$ cat src/rtl/filter2d_pkg.sv
// rtl/filter2d_pkg.sv - shared types and defaults for the filter2d sequencer
package filter2d_pkg;

  // Frame sequencer states
  typedef enum logic [1:0] {
    S_IDLE,
    S_RUN,
    S_DRAIN,
    S_LOAD
  } state_e;

  localparam int NTAP_DEF = 9;
  localparam int DW_DEF   = 8;

endpackage

$ cat src/rtl/filter2d_coef_bank.sv
// rtl/filter2d_coef_bank.sv - host-written shadow kernel, sync write, async read
module filter2d_coef_bank
  import filter2d_pkg::*;
#(
  parameter int NTAP = NTAP_DEF,
  parameter int DW   = DW_DEF
) (
  input  logic          clk_i,
  input  logic          rst_i,
  input  logic          we_i,
  input  logic [3:0]    widx_i,
  input  logic [DW-1:0] wdata_i,
  input  logic [3:0]    ridx_i,
  output logic [DW-1:0] rdata_o
);

  logic [DW-1:0] tap_q [NTAP];

  // Out-of-range indices are dropped on write and read back as zero
  always_ff @(posedge clk_i) begin
    if (rst_i) begin
      for (int i = 0; i < NTAP; i++) tap_q[i] <= '0;
    end else if (we_i && ({28'd0, widx_i} < NTAP)) begin
      tap_q[widx_i] <= wdata_i;
    end
  end

  assign rdata_o = ({28'd0, ridx_i} < NTAP) ? tap_q[ridx_i] : '0;

endmodule

$ cat src/rtl/filter2d_seq_ctrl.sv
// rtl/filter2d_seq_ctrl.sv - frame sequencer and boundary-only kernel loader for filter2d
module filter2d_seq_ctrl
  import filter2d_pkg::*;
#(
  parameter int IMG_W    = 256,
  parameter int IMG_H    = 256,
  parameter int NTAP     = NTAP_DEF,
  parameter int DW       = DW_DEF,
  parameter int DRAIN_TO = 64
) (
  input  logic          clk,
  input  logic          rst,
  input  logic          cfg_we,
  input  logic [3:0]    cfg_idx,
  input  logic [DW-1:0] cfg_data,
  input  logic          cfg_commit,
  output logic          cfg_busy,
  input  logic          s_strb,
  input  logic [DW-1:0] s_data,
  output logic          s_ready,
  output logic          f_i_strb,
  output logic [DW-1:0] f_i_data,
  input  logic          f_o_strb,
  output logic          f_h_write,
  output logic [3:0]    f_h_idx,
  output logic [DW-1:0] f_h_data,
  output logic          frame_done,
  output logic [15:0]   frame_cnt,
  output logic          err
);

  localparam int NPIX = IMG_W * IMG_H;
  localparam int CW   = $clog2(NPIX + 1);
  localparam int TW   = $clog2(DRAIN_TO + 1);
  localparam logic [CW-1:0] NPIX_C   = CW'(NPIX);
  localparam logic [TW-1:0] DTO_C    = TW'(DRAIN_TO);
  localparam logic [3:0]    LAST_TAP = 4'(NTAP - 1);

  state_e        state_q, state_d;
  logic [CW-1:0] in_cnt_q, in_cnt_d, out_cnt_q, out_cnt_d;
  logic [TW-1:0] idle_cnt_q, idle_cnt_d;
  logic          pending_q, pending_d, relatch_q, relatch_d;
  logic [3:0]    tap_q, tap_d;
  logic          frame_done_q, frame_done_d;
  logic [15:0]   frame_cnt_q, frame_cnt_d;
  logic          err_q, err_d;
  logic          fi_strb_q;
  logic [DW-1:0] fi_data_q;
  logic          pend_now, accept;

  // A commit arriving this cycle counts as pending so a boundary decision never misses it
  assign pend_now  = pending_q | cfg_commit;
  assign s_ready   = (state_q == S_RUN) | ((state_q == S_IDLE) & ~pend_now);
  assign accept    = s_strb & s_ready;
  assign cfg_busy  = (state_q == S_LOAD);
  assign f_h_write = (state_q == S_LOAD);
  assign f_h_idx   = tap_q;

  assign f_i_strb   = fi_strb_q;
  assign f_i_data   = fi_data_q;
  assign frame_done = frame_done_q;
  assign frame_cnt  = frame_cnt_q;
  assign err        = err_q;

  filter2d_coef_bank #(.NTAP(NTAP), .DW(DW)) u_bank (
    .clk_i  (clk),
    .rst_i  (rst),
    .we_i   (cfg_we & ~cfg_busy),
    .widx_i (cfg_idx),
    .wdata_i(cfg_data),
    .ridx_i (tap_q),
    .rdata_o(f_h_data)
  );

  // Next-state logic: frame sequencing, pixel/output counting, kernel load stepping
  always_comb begin
    state_d      = state_q;
    in_cnt_d     = in_cnt_q;
    out_cnt_d    = out_cnt_q;
    idle_cnt_d   = idle_cnt_q;
    pending_d    = pend_now;
    relatch_d    = relatch_q;
    tap_d        = tap_q;
    frame_done_d = 1'b0;
    frame_cnt_d  = frame_cnt_q;
    err_d        = err_q;
    case (state_q)
      S_IDLE: begin
        idle_cnt_d = '0;
        if (f_o_strb) err_d = 1'b1;
        if (pend_now) begin
          state_d = S_LOAD;
          tap_d   = '0;
        end else if (accept) begin
          in_cnt_d  = CW'(1);
          out_cnt_d = '0;
          state_d   = (NPIX == 1) ? S_DRAIN : S_RUN;
        end
      end
      S_RUN: begin
        idle_cnt_d = '0;
        if (f_o_strb && out_cnt_q != NPIX_C) out_cnt_d = out_cnt_q + CW'(1);
        if (accept) begin
          in_cnt_d = in_cnt_q + CW'(1);
          if (in_cnt_q + CW'(1) == NPIX_C) state_d = S_DRAIN;
        end
      end
      S_DRAIN: begin
        if (f_o_strb) begin
          idle_cnt_d = '0;
          if (out_cnt_q != NPIX_C) out_cnt_d = out_cnt_q + CW'(1);
        end else if (idle_cnt_q != DTO_C) begin
          idle_cnt_d = idle_cnt_q + TW'(1);
        end
        if (out_cnt_q == NPIX_C || idle_cnt_q == DTO_C) begin
          if (out_cnt_q != NPIX_C) err_d = 1'b1;
          frame_done_d = 1'b1;
          frame_cnt_d  = frame_cnt_q + 16'd1;
          idle_cnt_d   = '0;
          tap_d        = '0;
          state_d      = pend_now ? S_LOAD : S_IDLE;
        end
      end
      S_LOAD: begin
        if (f_o_strb) err_d = 1'b1;
        relatch_d = relatch_q | cfg_commit;
        if (tap_q == LAST_TAP) begin
          pending_d = relatch_q | cfg_commit;
          relatch_d = 1'b0;
          tap_d     = '0;
          state_d   = S_IDLE;
        end else begin
          tap_d = tap_q + 4'd1;
        end
      end
      default: state_d = S_IDLE;
    endcase
  end

  // State, counters and the registered pixel pass-through
  always_ff @(posedge clk) begin
    if (rst) begin
      state_q      <= S_IDLE;
      in_cnt_q     <= '0;
      out_cnt_q    <= '0;
      idle_cnt_q   <= '0;
      pending_q    <= 1'b0;
      relatch_q    <= 1'b0;
      tap_q        <= '0;
      frame_done_q <= 1'b0;
      frame_cnt_q  <= '0;
      err_q        <= 1'b0;
      fi_strb_q    <= 1'b0;
      fi_data_q    <= '0;
    end else begin
      state_q      <= state_d;
      in_cnt_q     <= in_cnt_d;
      out_cnt_q    <= out_cnt_d;
      idle_cnt_q   <= idle_cnt_d;
      pending_q    <= pending_d;
      relatch_q    <= relatch_d;
      tap_q        <= tap_d;
      frame_done_q <= frame_done_d;
      frame_cnt_q  <= frame_cnt_d;
      err_q        <= err_d;
      fi_strb_q    <= accept;
      fi_data_q    <= accept ? s_data : '0;
    end
  end

endmodule

$ cat config.mk
export PLATFORM = sky130hd
export DESIGN_NAME = filter2d_seq_ctrl
export DESIGN_NICKNAME = d
export VERILOG_FILES = /design/src/rtl/filter2d_pkg.sv /design/src/rtl/filter2d_coef_bank.sv /design/src/rtl/filter2d_seq_ctrl.sv
export SDC_FILE = /design/constraint.sdc
export NUM_CORES = 1
export LEC_CHECK = 0
export CORE_ASPECT_RATIO = 0.7
export CORE_UTILIZATION = 55
export CTS_CLUSTER_SIZE = 20
export DETAILED_ROUTE_END_ITERATION = 8
export PLACE_DENSITY_LB_ADDON = 0.15
export SKIP_CTS_REPAIR_TIMING = 1
export SLEW_MARGIN = 15
export SYNTH_ARGS = -nofsm -noshare
export SYNTH_HDL_FRONTEND = slang
export SYNTH_SLANG_ARGS = --single-unit
$ cat constraint.sdc
create_clock -name clk -period 3.4 [get_ports clk]
set_clock_uncertainty 0.1 [all_clocks]
set_input_delay 0.51 -clock clk [delete_from_list [all_inputs] [get_ports clk]]
set_output_delay 0.51 -clock clk [all_outputs]
set_load 0.02 [all_outputs]
==> summary.txt <==
Worst setup path
  – Crit Path Max Fanout: 16
  – Max stage delay on crit path: 0.50 ns
  – Largest delay share family, worst path: multiplexers
  – Worst-case reg-to-reg path depth: 7
  – Most used cell, CP: mux4_2
  – RR Endpoint: state_q[0]$_SDFFE_PP0P_
  – Crit path launch type: flip-flop
  – CP Data Required Time: 2.79 ns
  – Cell-by-cell trace of the critical path: clkbuf_16, mux4_2, mux4_2, nor2b_1, dlymetal6s2s_1
  – CP bufs+invs: 2
  – Worst path slowest cell: mux4_2
  – CP Capture Type: primary output
  – Arr. time, crit path: 2.49 ns
  – R2R setup slack: roughly 0.57 ns
  – R2R Path Start: in_cnt_q[0]$_SDFFE_PP0P_
  – CP Class: reg -> out

Synthesis
  – Top FF cell, synth: edfxtp_1
  – Mux cell area share after synthesis: just over 10%
  – Compound-Gate Fraction of Synth Area: 5.37%
  – Flops & latches, synth: between 200 and 250
  – Yosys synthesis warning count: 0
  – Largest family of logic cells by synthesized area: simple AND/OR/NAND/NOR gates
  – Post-synthesis cell count: 767
  – FFs w/ async S/R, synth: 0%
  – Syn avg cell area: 12.4 um^2
  – Syn Std Cell Area: about 0.0095 mm^2
  – Synth Area in XOR/XNOR: 3.42%
  – Adder-Cell Fraction of Synth Area: 1.98%
  – Yosys cell types: 63
  – Number of synthesized flops with an enable pin: 128
  – Post-synthesis sequential area ratio: 57.5%
  – Post-Synth Simple-Gate Area: 18.6%

Timing
  – Endpoints failing setup: 0
  – Slew margin rel.: 49.2%
  – Min Tclk post-route: 3.10 ns
  – Pin slew with the least headroom to its limit: 0.759 ns
  – Final Cycle Share: 91.2%
  – RSZ-0062 raised after global routing: false
  – Fmax achieved: between 300 and 400 MHz
  – Hold Fails Final Rpt: 0
  – Setup TNS: 0 ns
  – Max-slew violation count: 0

Hold path
  – Worst hold start: err$_SDFFE_PP0P_
  – WHS Endpoint: err$_SDFFE_PP0P_
  – Min-Delay Path Depth: 2
  – HP Class: reg -> reg

Floorplanning
  – Die Wd: around 160 um
  – Starting Density: 57.1%
  – Die area: 0.0178 mm^2
  – Core area: about 0.017 mm^2
  – Chip Height: approximately 110 um
  – Core Rows: 39
  – IO Pins: just under 70

Final layout
  – Most frequent cells in the layout: 128 x edfxtp_1, 84 x and2_1, 80 x nor2_1, 79 x dfxtp_1, 59 x clkdlybuf4s50_1
  – Fill cell count: 1243
  – P&R area growth vs syn: 18.4%
  – Share of cells above drive strength 1: 10.9%
  – Final Util: 67.7%
  – Antenna cell count: 0
  – Commonest non-fill, non-tap cell in the layout: edfxtp_1
  – Post-layout nets: 934

Routing
  – Iteration-0 DRC Markers: 537
  – Drt first pass iters: 5
  – WL/cell: 18.1 um
  – Antenna viol nets, final: 0
  – Vias: 6380
  – Post-DR vias/cell: about 5.6
  – DRC Markers: 0
  – Final wirelength: 20500 um

GRT
  – Met3 usage: around 5%
  – GR Util met2: 36.5%
  – Met1 Use GR: 34.1%
  – Grt ovf: 0
  – First-pass GRT wire length: ~33000 um
  – Global Route Usage Sum: between 20% and 30%
  – Antenna violations before repair: 0
  – Largest net degree at the start of global routing: 44
  – Number of global-route vias before repair: between 6000 and 7000
  – Most Crowded Layer GR: met2

Outcome
  – Status: finished clean

Clock network
  – H-tree depth: 1
  – TritonCTS clock tree: yes
  – Clock Tree Buf Depth: 3
  – CTS Sinks: about 210
  – Worst-path clk slew: 0.06 ns
  – CTS buffer count: 20
  – Clk Latency, worst-skew pair: roughly 0.49 ns
  – Root Buffer: clkbuf_16

Pwr
  – Power per standard cell area: 554 mW/mm^2
  – Worst IR Drop VDD: 0.000336 V
  – Leakage: 4.14 nW

Run
  – Max cap viols: 0

Placement
  – Placer Congestion: 0.873
  – Hpwl dp: 13800 um
  – Port Buffers: 67
## layout make-up
class | instances | area [um^2] | area share (%)
inverter | 17 | 63.8 | 0.568
multi-input combinational | 560 | 3950 | 35.2
tap | 225 | 282 | 2.51
sequential | 208 | 5450 | 48.5
clock inverter | 8 | 37.5 | 0.334
clock buffer | 27 | 568 | 5.06
timing repair buffer | 86 | 876 | 7.80
## worst max-delay path by stage
stage / endpoint / cells past startpoint
floorplan: f_h_data[0] / 5
global placement: f_h_data[7] / 5
detailed placement: f_h_data[2] / 5
CTS: f_h_data[2] / 5
global route: f_h_data[7] / 5
finish: f_h_data[0] / 5
## per-layer routing
layer,wire [um],share of wire [%]
met1,9430,46
met2,9140,45
met3,1550,7.6
met4,399,1.9
met5,0,0
## synthesized netlist by cell type, drive strengths merged (2+ instances only)
cell / n / area share, %
nand3: 21 / 1.2
nor2: 81 / 3.3
and3: 15 / 1.0
mux2i: 6 / 0.63
ha: 15 / 2.0
nand2b: 7 / 0.46
and4: 4 / 0.37
a22oi: 2 / 0.16
nor2b: 11 / 0.73
nor3: 10 / 0.53
o2111ai: 2 / 0.25
nand4: 22 / 1.6
or3: 8 / 0.53
nand3b: 2 / 0.16
o21ai: 31 / 1.6
a311oi: 5 / 0.46
or2: 4 / 0.26
xnor2: 14 / 1.3
nor4: 6 / 0.46
inv: 17 / 0.67
a21oi: 23 / 1.2
o211ai: 3 / 0.24
and2: 85 / 5.6
dfxtp: 80 / 17
buf: 17 / 1.5
clkbuf: 20 / 0.90
nor4b: 3 / 0.28
edfxtp: 128 / 41
a41oi: 2 / 0.18
mux4: 40 / 9.5
a31oi: 4 / 0.26
nand2: 38 / 1.5
xor2: 23 / 2.1
## worst register-to-register path, stage by stage, from the launching register on
cell and delay [ns]:
dfxtp_1 0.54, ha_1 0.31, and3_1 0.35, nand4_4 0.18, nor2_4 0.18, a31oi_1 0.14, o41a_1 0.54, o311a_1 0.37
## cell families (layout without fill, tap and decap cells)
family	after synthesis	after routing
simple gates	323	323
flops	208	208
compound gates	83	83
buf+inv	54	138
mux	46	46
xor+xnor	37	37
fa+ha+maj	15	15
other cells	1	56
## through the flow
| step | std cells | total power [mW] | worst slack, ns | cell area, um^2 | hold WS (ns) |
|---|---|---|---|---|---|
| after floorplan | 822 | 3.78 | 0.809 | 9680 | 0.367 |
| after global placement | 1095 | 4.12 | 0.489 | 10600 | 0.339 |
| after detailed placement | 1095 | 4.16 | 0.455 | 10600 | 0.345 |
| after CTS | 1130 | 6.22 | -0.0687 | 11200 | 0.354 |
| after global routing | 1131 | 6.50 | 0.215 | 11200 | 0.371 |
| final | 1131 | 6.22 | 0.299 | 11200 | 0.352 |
## power by group
part	total [mW]	switching (mW)	internal, mW	leakage [nW]
Combinational	1.23	0.624	0.601	1.90
Sequential	2.92	0.0969	2.82	1.94
Clock	2.07	0.901	1.17	0.298
## flip-flops by register name (all words and copies together), names as in the netlist, 2 cells and up, named ones only
register	cells
f_i_data	8
state_q	2
out_cnt_q	17
u_bank.tap_q	128
in_cnt_q	17
f_h_idx	4
idle_cnt_q	7
frame_cnt	16
Power figures use the tool's default switching activity.
